==> src/rtl/memory_arbiter.sv <==
// memory_arbiter: two-requester (instruction / data) arbiter onto a single
// generic-bus downstream port. Round-robin on simultaneous requests, grant
// held for the whole transfer, one IDLE bubble between grants.
module memory_arbiter #(
  parameter int ADDR_W = 32
) (
  input  logic              CLK,
  input  logic              nRST,
  // instruction requester
  input  logic [ADDR_W-1:0] i_addr,
  input  logic              i_ren,
  input  logic              i_wen,
  input  logic [31:0]       i_wdata,
  input  logic [3:0]        i_byte_en,
  output logic [31:0]       i_rdata,
  output logic              i_busy,
  // data requester
  input  logic [ADDR_W-1:0] d_addr,
  input  logic              d_ren,
  input  logic              d_wen,
  input  logic [31:0]       d_wdata,
  input  logic [3:0]        d_byte_en,
  output logic [31:0]       d_rdata,
  output logic              d_busy,
  // downstream bus
  output logic [ADDR_W-1:0] o_addr,
  output logic              o_ren,
  output logic              o_wen,
  output logic [31:0]       o_wdata,
  output logic [3:0]        o_byte_en,
  input  logic [31:0]       o_rdata,
  input  logic              o_busy
);

  typedef enum logic [1:0] {
    IDLE    = 2'd0,
    SERVE_I = 2'd1,
    SERVE_D = 2'd2
  } state_e;

  typedef enum logic {
    GRANT_I = 1'b0,
    GRANT_D = 1'b1
  } grant_e;

  state_e state_q, state_d;
  grant_e last_grant_q, last_grant_d;

  logic i_req;
  logic d_req;

  assign i_req = i_ren | i_wen;
  assign d_req = d_ren | d_wen;

  // Next-state: pick a port from IDLE, hold the grant until completion or abort.
  always_comb begin
    state_d      = state_q;
    last_grant_d = last_grant_q;
    unique case (state_q)
      IDLE: begin
        // On a tie the port that did not win last time goes first.
        if (d_req && (!i_req || (last_grant_q == GRANT_I))) begin
          state_d      = SERVE_D;
          last_grant_d = GRANT_D;
        end else if (i_req) begin
          state_d      = SERVE_I;
          last_grant_d = GRANT_I;
        end
      end
      SERVE_I: begin
        // Requester dropping its request aborts; otherwise wait for not-busy.
        if (!i_req || !o_busy) begin
          state_d = IDLE;
        end
      end
      SERVE_D: begin
        if (!d_req || !o_busy) begin
          state_d = IDLE;
        end
      end
      default: begin
        state_d = IDLE;
      end
    endcase
  end

  // State and round-robin registers; reset leaves data with first turn.
  always_ff @(posedge CLK or negedge nRST) begin
    if (!nRST) begin
      state_q      <= IDLE;
      last_grant_q <= GRANT_I;
    end else begin
      state_q      <= state_d;
      last_grant_q <= last_grant_d;
    end
  end

  // Output mux: the granted port is passed straight through, the other is stalled.
  always_comb begin
    o_addr    = '0;
    o_ren     = 1'b0;
    o_wen     = 1'b0;
    o_wdata   = '0;
    o_byte_en = '0;
    i_busy    = 1'b1;
    d_busy    = 1'b1;
    unique case (state_q)
      SERVE_I: begin
        o_addr    = i_addr;
        o_ren     = i_ren;
        o_wen     = i_wen;
        o_wdata   = i_wdata;
        o_byte_en = i_byte_en;
        i_busy    = o_busy;
      end
      SERVE_D: begin
        o_addr    = d_addr;
        o_ren     = d_ren;
        o_wen     = d_wen;
        o_wdata   = d_wdata;
        o_byte_en = d_byte_en;
        d_busy    = o_busy;
      end
      default: begin
      end
    endcase
  end

  // Read data is broadcast; only the non-busy port treats it as valid.
  assign i_rdata = o_rdata;
  assign d_rdata = o_rdata;

endmodule

==> config.mk <==
export PLATFORM = sky130hd
export DESIGN_NAME = memory_arbiter
export DESIGN_NICKNAME = d
export VERILOG_FILES = /design/src/rtl/memory_arbiter.sv
export SDC_FILE = /design/constraint.sdc
export NUM_CORES = 1
export LEC_CHECK = 0
export ABC_AREA = 1
export ABC_CLOCK_PERIOD_IN_PS = 2800
export CELL_PAD_IN_SITES_DETAIL_PLACEMENT = 1
export CELL_PAD_IN_SITES_GLOBAL_PLACEMENT = 1
export CORE_UTILIZATION = 13
export DETAILED_ROUTE_END_ITERATION = 12
export PLACE_DENSITY = 0.95
export SLEW_MARGIN = 20
export SYNTH_ARGS = -nofsm -noshare
export SYNTH_HDL_FRONTEND = slang
export SYNTH_SLANG_ARGS = --single-unit
==> constraint.sdc <==
create_clock -name CLK -period 2.8 [get_ports CLK]
set_input_delay 0.56 -clock CLK [delete_from_list [all_inputs] [get_ports CLK]]
set_output_delay 0.56 -clock CLK [all_outputs]
set_load 0.02 [all_outputs]
Word level (Yosys, flattened, before mapping)

Index checks and enable logic that the tools add are counted.

Bits in registers: 3
Output and inout port bits: 136
Word-level logic and storage cells: 35

Equal/unequal tests: 5
Multiplexer cells: 14
Bitwise operators: 3
Reductions and logical operators: 11

Operator list:

| kind                                                | count |
|---|---|
| one-hot mux 32 bit (2 select lines)                 | 2 |
| 2-to-1 mux 2 bit                                    | 4 |
| one-hot mux 4 bit (2 select lines)                  | 1 |
| one-hot mux 2 bit (3 select lines)                  | 1 |
| 2-to-1 mux 1 bit                                    | 4 |
| inequality test 2 bit, second input constant        | 2 |
| one-hot mux 1 bit (2 select lines)                  | 2 |
| zero test 1 bit                                     | 3 |
| logical OR 1 bit                                    | 3 |
| inequality test 3 bit, second input constant        | 1 |
| AND reduction 3 bit                                 | 1 |
| equality test 2 x 1 -> 1 bit, second input constant | 1 |
| equality test 2 bit, second input constant          | 1 |
| zero test 2 bit                                     | 1 |
| OR 1 bit                                            | 2 |
| AND reduction 2 bit                                 | 1 |
| nonzero test 2 bit                                  | 1 |
| logical AND 1 bit                                   | 1 |
| NOT 1 bit                                           | 1 |

Depth between registers and ports, before layout

Gate-level depths: netlist of the first run.

Depth in word-level cells: 6
Gate-level depth with buffers: 8
Gate-level depth less buffers: 7

Worst setup path before layout of the first run

No wires, ideal clock.

Path type: reg2out
From: register state_q[0]
To: output port o_addr[16]
Arrival time: 1271 ps
Setup slack: 969 ps
Cell stages (with the launch flop): 6
Cell sequence: dfrtp_1 inv_1 ha_1 inv_2 clkbuf_1 a21oi_1

Word-level cells in the longest chain between the ends: 2

Ends and longest elaborated chain:

| what                                                                | line | RTL |
|---|---|---|
| start, declared                                                     | 46   | `state_e state_q, state_d;` |
| start signal, assigned                                              | 93   | `state_q <= state_d;` |
| equality test 2 bit or equality test 2 x 1 -> 1 bit (tied branches) | 107  | `unique case (state_q)` |
| one-hot mux 32 bit (2 select lines) (*)                             | 107  |  |
| end, declared                                                       | 26   | `output logic [ADDR_W-1:0] o_addr,` |

Every way passes the cells marked *; elsewhere a longest branch is shown, timed or not.

Worst setup path after layout of the first run

From: register state_q[0]
To: output port o_addr[4]

Same word-level chain as after synthesis.

==> results of run 1 <==
==> through the flow <==
stage / setup WS (ps) / cell area (um2) / total power, mW
after CTS: 39.4 / 3730 / 2.75
final: 103 / 3730 / 2.70
after global routing: 4.83 / 3730 / 2.91
after detailed placement: 183 / 3650 / 2.50
after global placement: 293 / 3650 / 2.45
after floorplan: 969 / 1880 / 1.63
==> sequential cells by signal, indices dropped and copies added (netlist names) <==
| register | count |
|---|---|
| last_grant_q | 1 |
| state_q | 2 |
==> layout make-up <==
| type | count | share of cell area, % |
|---|---|---|
| Clock buffer | 4 | 2.11 |
| Inverter | 10 | 1.01 |
| Multi-Input combinational cell | 237 | 28.9 |
| Sequential cell | 3 | 2.01 |
| Tap cell | 180 | 6.03 |
| Timing Repair Buffer | 219 | 60.0 |
==> metal layers <==
layer	vias up	share of wire (%)
met5	-	0.10
met4	2	3.3
met3	31	12
met2	168	49
met1	1200	35
li1	1269	-
==> power groups by stage <==
stage	Sequential, mW	Clock, mW	Combinational [mW]
2_1_floorplan	0.0720	0	1.56
3_3_place_gp	0.0745	0	2.38
3_5_place_dp	0.0769	0	2.42
4_1_cts	0.0765	0.235	2.43
5_1_grt	0.0779	0.239	2.59
6_report	0.0760	0.231	2.39
==> cell families after synthesis <==
logic type / count (synthesis) / synth area share, %
buffers and inverters: 97 / 38.9
and+or+nand+nor: 160 / 32.5
AOI/OAI and AO/OA: 74 / 22.6
DFF: 3 / 3.99
adders and majority gates: 3 / 2.00
==> cell usage after synthesis <==
library cell / number / area share (%)
nor2_2: 1 / 0.33
a21oi_2: 13 / 6.1
nand2_1: 152 / 30
dfrtp_1: 3 / 4.0
ha_1: 3 / 2.0
inv_1: 9 / 1.8
inv_2: 1 / 0.20
buf_6: 16 / 9.6
nor2_1: 1 / 0.20
a21oi_1: 57 / 15
buf_4: 64 / 26
a21boi_1: 1 / 0.40
nand3_1: 6 / 1.6
o21ai_2: 1 / 0.47
o21ai_0: 2 / 0.53
clkbuf_1: 2 / 0.40
buf_2: 5 / 1.3
==> worst max-delay path, cell delays in order, from the launching register on <==
cell and delay [ps]:
dfrtp_1 370, inv_1 80, ha_1 310, inv_2 50
buf_12 200, a21oi_1 190, clkdlybuf4s50_1 660
==> worst min-delay path by stage <==
| stage | from | end | slack, ps | cells past startpoint |
|---|---|---|---|---|
| 2_1_floorplan | nRST | last_grant_q | 260 | 0 |
| 3_3_place_gp | state_q[0] | state_q[0] | 500 | 2 |
| 3_5_place_dp | state_q[1] | state_q[1] | 510 | 2 |
| 4_1_cts | state_q[1] | state_q[1] | 520 | 2 |
| 5_1_grt | nRST | state_q[0] | 540 | 1 |
| 6_report | nRST | state_q[0] | 520 | 1 |
==> repair_timing <==
item,CTS,global route
gates resized for setup,1,2
endpoints found under the setup margin,1,3
endpoints found under the hold margin,0,0
pin swaps,0,0
==> summary.md, run 1 <==
| Metric | Value |
|---|---|
| Seq/Total Area, Yosys | `3.99%` |
| Die Area | `14900 um2` |
| Number of cell rows | `43` |
| Worst R2R Path Depth | `8` |
| CTS Hold Buffers Added | `0` |
| Gpl congestion | `around 0.69` |
| Via-per-instance ratio | `just over 4` |
| Initial Util | `a little over an eighth` |
| CTS tree | `done` |
| Port-buffer cells | `214` |
| Leakage | `roughly 1.3 nW` |
| FF+latch area | `about 75 um2` |
| Worst Setup EP | `o_addr[4]` |
| GRT busiest layer | `met2` |
| Maximum ir drop on the vdd rail | `approximately 0.46 mV` |
| Final Hold Violating Endpoints | `0` |
| Post-Syn Nets | `~520` |
| Layout cells sized above 1 | `between 5 and 6%` |
| Multi-input gate area | `~1100 um2` |
| FF-to-FF setup slack | `between 1000 and 1500 ps` |
| Final worst-path cycle share | `between 90% and 100%` |
| P_int | `about 1.3 mW` |
| Post-DP HPWL | `about 7000 um` |
| Final WL | `between 8000 and 9000 um` |
| Flop pwr share | `between 2 and 3%` |
| H-tree depth | `1` |
| Crit start category | `flip-flop` |
| DRT antenna net count | `0` |
| Data required, critical path | `around 2200 ps` |
| Remaining global-route overflow | `0` |
| Kind of critical path | `reg -> out` |
| Fill count | `approximately 1700` |
| Hold_ws | `around 520 ps` |
| Initial DRC count | `50` |
| Total number of vias | `between 2000 and 3000` |
| Fin. max-slew vios | `0` |
| RSZ-0062 raised after global routing | `no` |
| DRT Pass-1 Iters | `4` |
| Die W | `between 100 and 150 um` |
| Core area | `about 14000 um2` |
| Antenna violations before repair | `1` |
| DP Cell Count | `between 600 and 700` |
| Clock tree buffer depth | `2` |
| Setup-failing EPs final | `0` |
| Pwr/cell area | `~720 nW/um2` |
| Root Buffer | `clkbuf_16` |
| Worst Skew | `~2.1 ps` |
| Mapped Area | `1880 um2` |
| Avg Cell Area, Syn | `5.58 um2` |
| Clk Latency, worst-skew pair | `230 ps` |
| Synth Instances | `between 300 and 400` |
| Worst setup EP type | `output pin` |
| Postcts setup bufs | `0` |
| Psw | `1.43 mW` |
| CP startpoint | `state_q[0]` |
| Worst R2R End | `state_q[0]` |
| Outcome | `finished, final reports clean` |
| Util after Layout | `a little over a quarter` |
| Synth-to-Final Area Change | `98.7%` |
| Max-Cap Viols | `0` |
| Reg clk slew, reported paths | `approximately 30 ps` |
| Cts bufs inserted | `3` |
| Setup TNS | `0 ps` |
| GR Util met3 | `between 4 and 5%` |
| Ports | `between 300 and 400` |
| Final Instance Count excl. Fillers | `~650` |
| N_diodes | `0` |
| Crit path DAT | `about 2100 ps` |
| Comb pwr share | `around nine tenths` |
| Yosys warning total | `0` |
| Netlist cell types | `17` |
| DRC | `0` |
| Relative slew margins | `76.0%` |
| Worst R2R Start | `state_q[1]` |
| Fmax achieved | `~370 MHz` |
| #FFs+latches synth | `3` |
| Most frequent cells in the layout | `213 x clkdlybuf4s50_1, 152 x nand2_1, 57 x a21oi_1, 13 x a21oi_2, 9 x inv_1` |
| Most common cell after layout, fill and taps aside | `clkdlybuf4s50_1` |
| Pin count of the biggest net entering global routing | `71` |
| Switching share of power | `a little over half` |
| Met1 usage in global routing | `10.6%` |
| Final nets | `between 600 and 700` |
| Worst-Margin Slew | `359 ps` |
| Met2 Track Usage GR | `19.3%` |
| Clock Sinks | `3` |
| Die Y | `roughly 120 um` |
| Vias in the first global route | `approximately 2600` |
| Wire per inst | `13.5 um` |
| Global-route wire length before repair | `12700 um` |
| Crit Path Max Fanout | `70` |
| Clock share of power | `8.6%` |
| Hold WC Path Type | `in -> async` |
| Min Tclk post-route | `around 2700 ps` |
| Total GRT Usage | `a little over a tenth` |
Note: power is estimated with default switching activity, not from simulation.
==> run 2, diff against run 1 <==
CAP_MARGIN = 20   (was not set)
==> results of run 2 <==
Final layout, timing and power as in run 1 (identical DEF).
==> run 3, diff against run 2 <==
CORE_MARGIN = 3   (was not set)
==> summary.md, run 3 (synthesized netlist as in run 1, its figures left out) <==
| Metric | Value |
|---|---|
| Outcome | `finished, final reports clean` |
| P_int | `1.28 mW (+1.3%)` |
| Clock tree buffer depth | `2 (unchanged)` |
| Relative slew margins | `76.1% (+0.11 points)` |
| Max-Cap Viols | `0 (unchanged)` |
| Util after Layout | `26.9% (+0.18 points)` |
| CTS resizes | `0 (-1)` |
| Leakage | `1.34 nW (+4.6%)` |
| Pin count of the biggest net entering global routing | `74 (+4.2%)` |
| DRT antenna net count | `0 (unchanged)` |
| Core area | `14000 um2 (unchanged)` |
| Crit Path Max Fanout | `38 (-46%)` |
| Ports | `311 (unchanged)` |
| Biggest regs | `state_q x2, last_grant_q x1` |
| DRC | `0 (unchanged)` |
| Worst path slowest cell | `clkdlybuf4s50_1` |
| Flop pwr share | `2.8% (about the same)` |
| Layout cells sized above 1 | `5.50% (unchanged)` |
| Setup TNS | `0 ps (unchanged)` |
| Psw | `1.43 mW (+0.24%)` |
| Clock share of power | `8.6% (about the same)` |
| Total number of vias | `2601 (-2.6%)` |
| Antenna violations before repair | `1 (unchanged)` |
| Switching share of power | `52.7% (-0.25 points)` |
| Postcts setup bufs | `0 (unchanged)` |
| Post-DP HPWL | `6940 um (-0.45%)` |
| Worst setup EP type | `output pin` |
| Final Hold Violating Endpoints | `0 (unchanged)` |
| Die Area | `15900 um2 (+6.7%)` |
| Port-buffer cells | `214 (unchanged)` |
| Fin. max-slew vios | `0 (unchanged)` |
| Root Buffer | `clkbuf_16` |
| Pwr/cell area | `722 nW/um2 (about the same)` |
| Vias in the first global route | `2813 (+6.8%)` |
| DRT Pass-1 Iters | `4 (unchanged)` |
| Final WL | `9110 um (+3.4%)` |
| Die W | `126 um (+3.3%)` |
| Number of cell rows | `43 (unchanged)` |
| Crit path DAT | `2120 ps (-20 ps)` |
| Reg clk slew, reported paths | `30 ps (about the same)` |
| Setup-failing EPs final | `0 (unchanged)` |
| Max FFs per register | `2 (unchanged)` |
| Global-route wire length before repair | `14100 um (+11%)` |
| Comb pwr share | `88.6% (about the same)` |
| Biggest register | `state_q` |
| Min Tclk post-route | `2680 ps (-18.4 ps)` |
| Most common cell after layout, fill and taps aside | `clkdlybuf4s50_1` |
| FF-to-FF setup slack | `1340 ps (+20 ps)` |
| CTS Hold Buffers Added | `0 (unchanged)` |
| Gpl congestion | `0.722 (+4.9%)` |
| Cell breakdown of the critical path | `inv_1 > ha_2 > buf_12 > nand2_1 > a21oi_1 > clkdlybuf4s50_1` |
| Via-per-instance ratio | `3.98 (-2.6%)` |
| Fmax achieved | `373 MHz (+0.69%)` |
| Worst-Margin Slew | `358 ps (-1.63 ps)` |
| Final worst-path cycle share | `95.7% (-0.66 points)` |
| Hold WC Path Type | `in -> async` |
| Worst R2R Start | `state_q[0]` |
| Wire per inst | `13.9 um (+3.4%)` |
| Total GRT Usage | `10.8% (-0.025 points)` |
| N_diodes | `0 (unchanged)` |
| Final nets | `652 (unchanged)` |
| Data required, critical path | `2240 ps (about the same)` |
| Crit start category | `flip-flop` |
| Worst R2R End | `state_q[1]` |
| Die Y | `126 um (+3.3%)` |
| Initial DRC count | `78 (+56%)` |
| H-tree depth | `1 (unchanged)` |
| Cts bufs inserted | `3 (unchanged)` |
| Maximum ir drop on the vdd rail | `0.510 mV (+12%)` |
| CTS tree | `done` |
| Initial Util | `13.4% (unchanged)` |
| Remaining global-route overflow | `0 (unchanged)` |
| Worst Skew | `1.58 ps (-0.509 ps)` |
| Worst R2R Path Depth | `8 (unchanged)` |
| Clk Latency, worst-skew pair | `230 ps (about the same)` |
| RSZ-0062 raised after global routing | `no` |
| Crit-path max cell delay | `640 ps (-20 ps)` |
| Most frequent cells in the layout | `210 x clkdlybuf4s50_1, 152 x nand2_1, 57 x a21oi_1, 13 x a21oi_2, 9 x inv_1` |
| Clock Sinks | `3 (unchanged)` |
| Kind of critical path | `reg -> out` |
| Synth-to-Final Area Change | `100%` |
run 3: cell count changes in the layout (fill, tap and decap cells not counted):
cell	previous run	this run
clkdlybuf4s50_1	213	210
buf_16	0	1
buf_8	1	0
clkbuf_16	3	4
buf_12	4	3
dlymetal6s2s_1	1	4
run 3: worst max-delay path, delay by kind of cell, from the launching register on:
family | cells | cell delay [ps]
flops | 1 | 400
buf+inv | 3 | 950
compound gates | 1 | 190
simple gates | 1 | 80
fa+ha+maj | 1 | 250
run 3: power by group through the flow:
| stage | logic (mW) | clock network [mW] | registers, mW |
|---|---|---|---|
| 5_1_grt | 2.64 | 0.242 | 0.0796 |
| 3_3_place_gp | 2.35 | 0 | 0.0743 |
| 3_5_place_dp | 2.39 | 0 | 0.0770 |
| 4_1_cts | 2.40 | 0.241 | 0.0770 |
| 6_report | 2.41 | 0.233 | 0.0769 |
| 2_1_floorplan | 1.56 | 0 | 0.0720 |
run 3: how the worst max path moves through the flow:
stage / startpoint / to / slack [ps] / cells past startpoint
3_5_place_dp: i_wen / o_wen / 260 / 4
5_1_grt: state_q[1] / o_addr[16] / 20 / 6
3_3_place_gp: i_wen / o_wen / 310 / 4
6_report: state_q[1] / o_wdata[28] / 120 / 6
2_1_floorplan: state_q[0] / o_addr[16] / 970 / 5
4_1_cts: state_q[0] / o_wdata[4] / 20 / 6
run 3: layout make-up:
class / instances / area [um2]
clock buffers: 4 / 78.8
fillers: 1731 / 10200
well taps: 180 / 225
inverters: 10 / 37.5
multi-input cells: 237 / 1080
repair buffers: 219 / 2260
flip-flops and latches: 3 / 75.1
run 3: routing by layer:
metal  global-route usage (%)  share of wire, %
met1                     11.5                37
met5                        0             0.077
met2                     18.5                49
met4                     5.49               3.7
met3                     4.24                11
run 3: metrics by stage:
stage	setup WS [ps]	area, um2	hold WS [ps]	instances	power, mW
global placement	308	3640	498	648	2.43
global route	19.9	3760	539	653	2.96
finish	121	3760	523	653	2.71
detailed placement	264	3640	516	648	2.47
floorplan	969	1880	264	337	1.63
CTS	18.6	3720	523	652	2.72
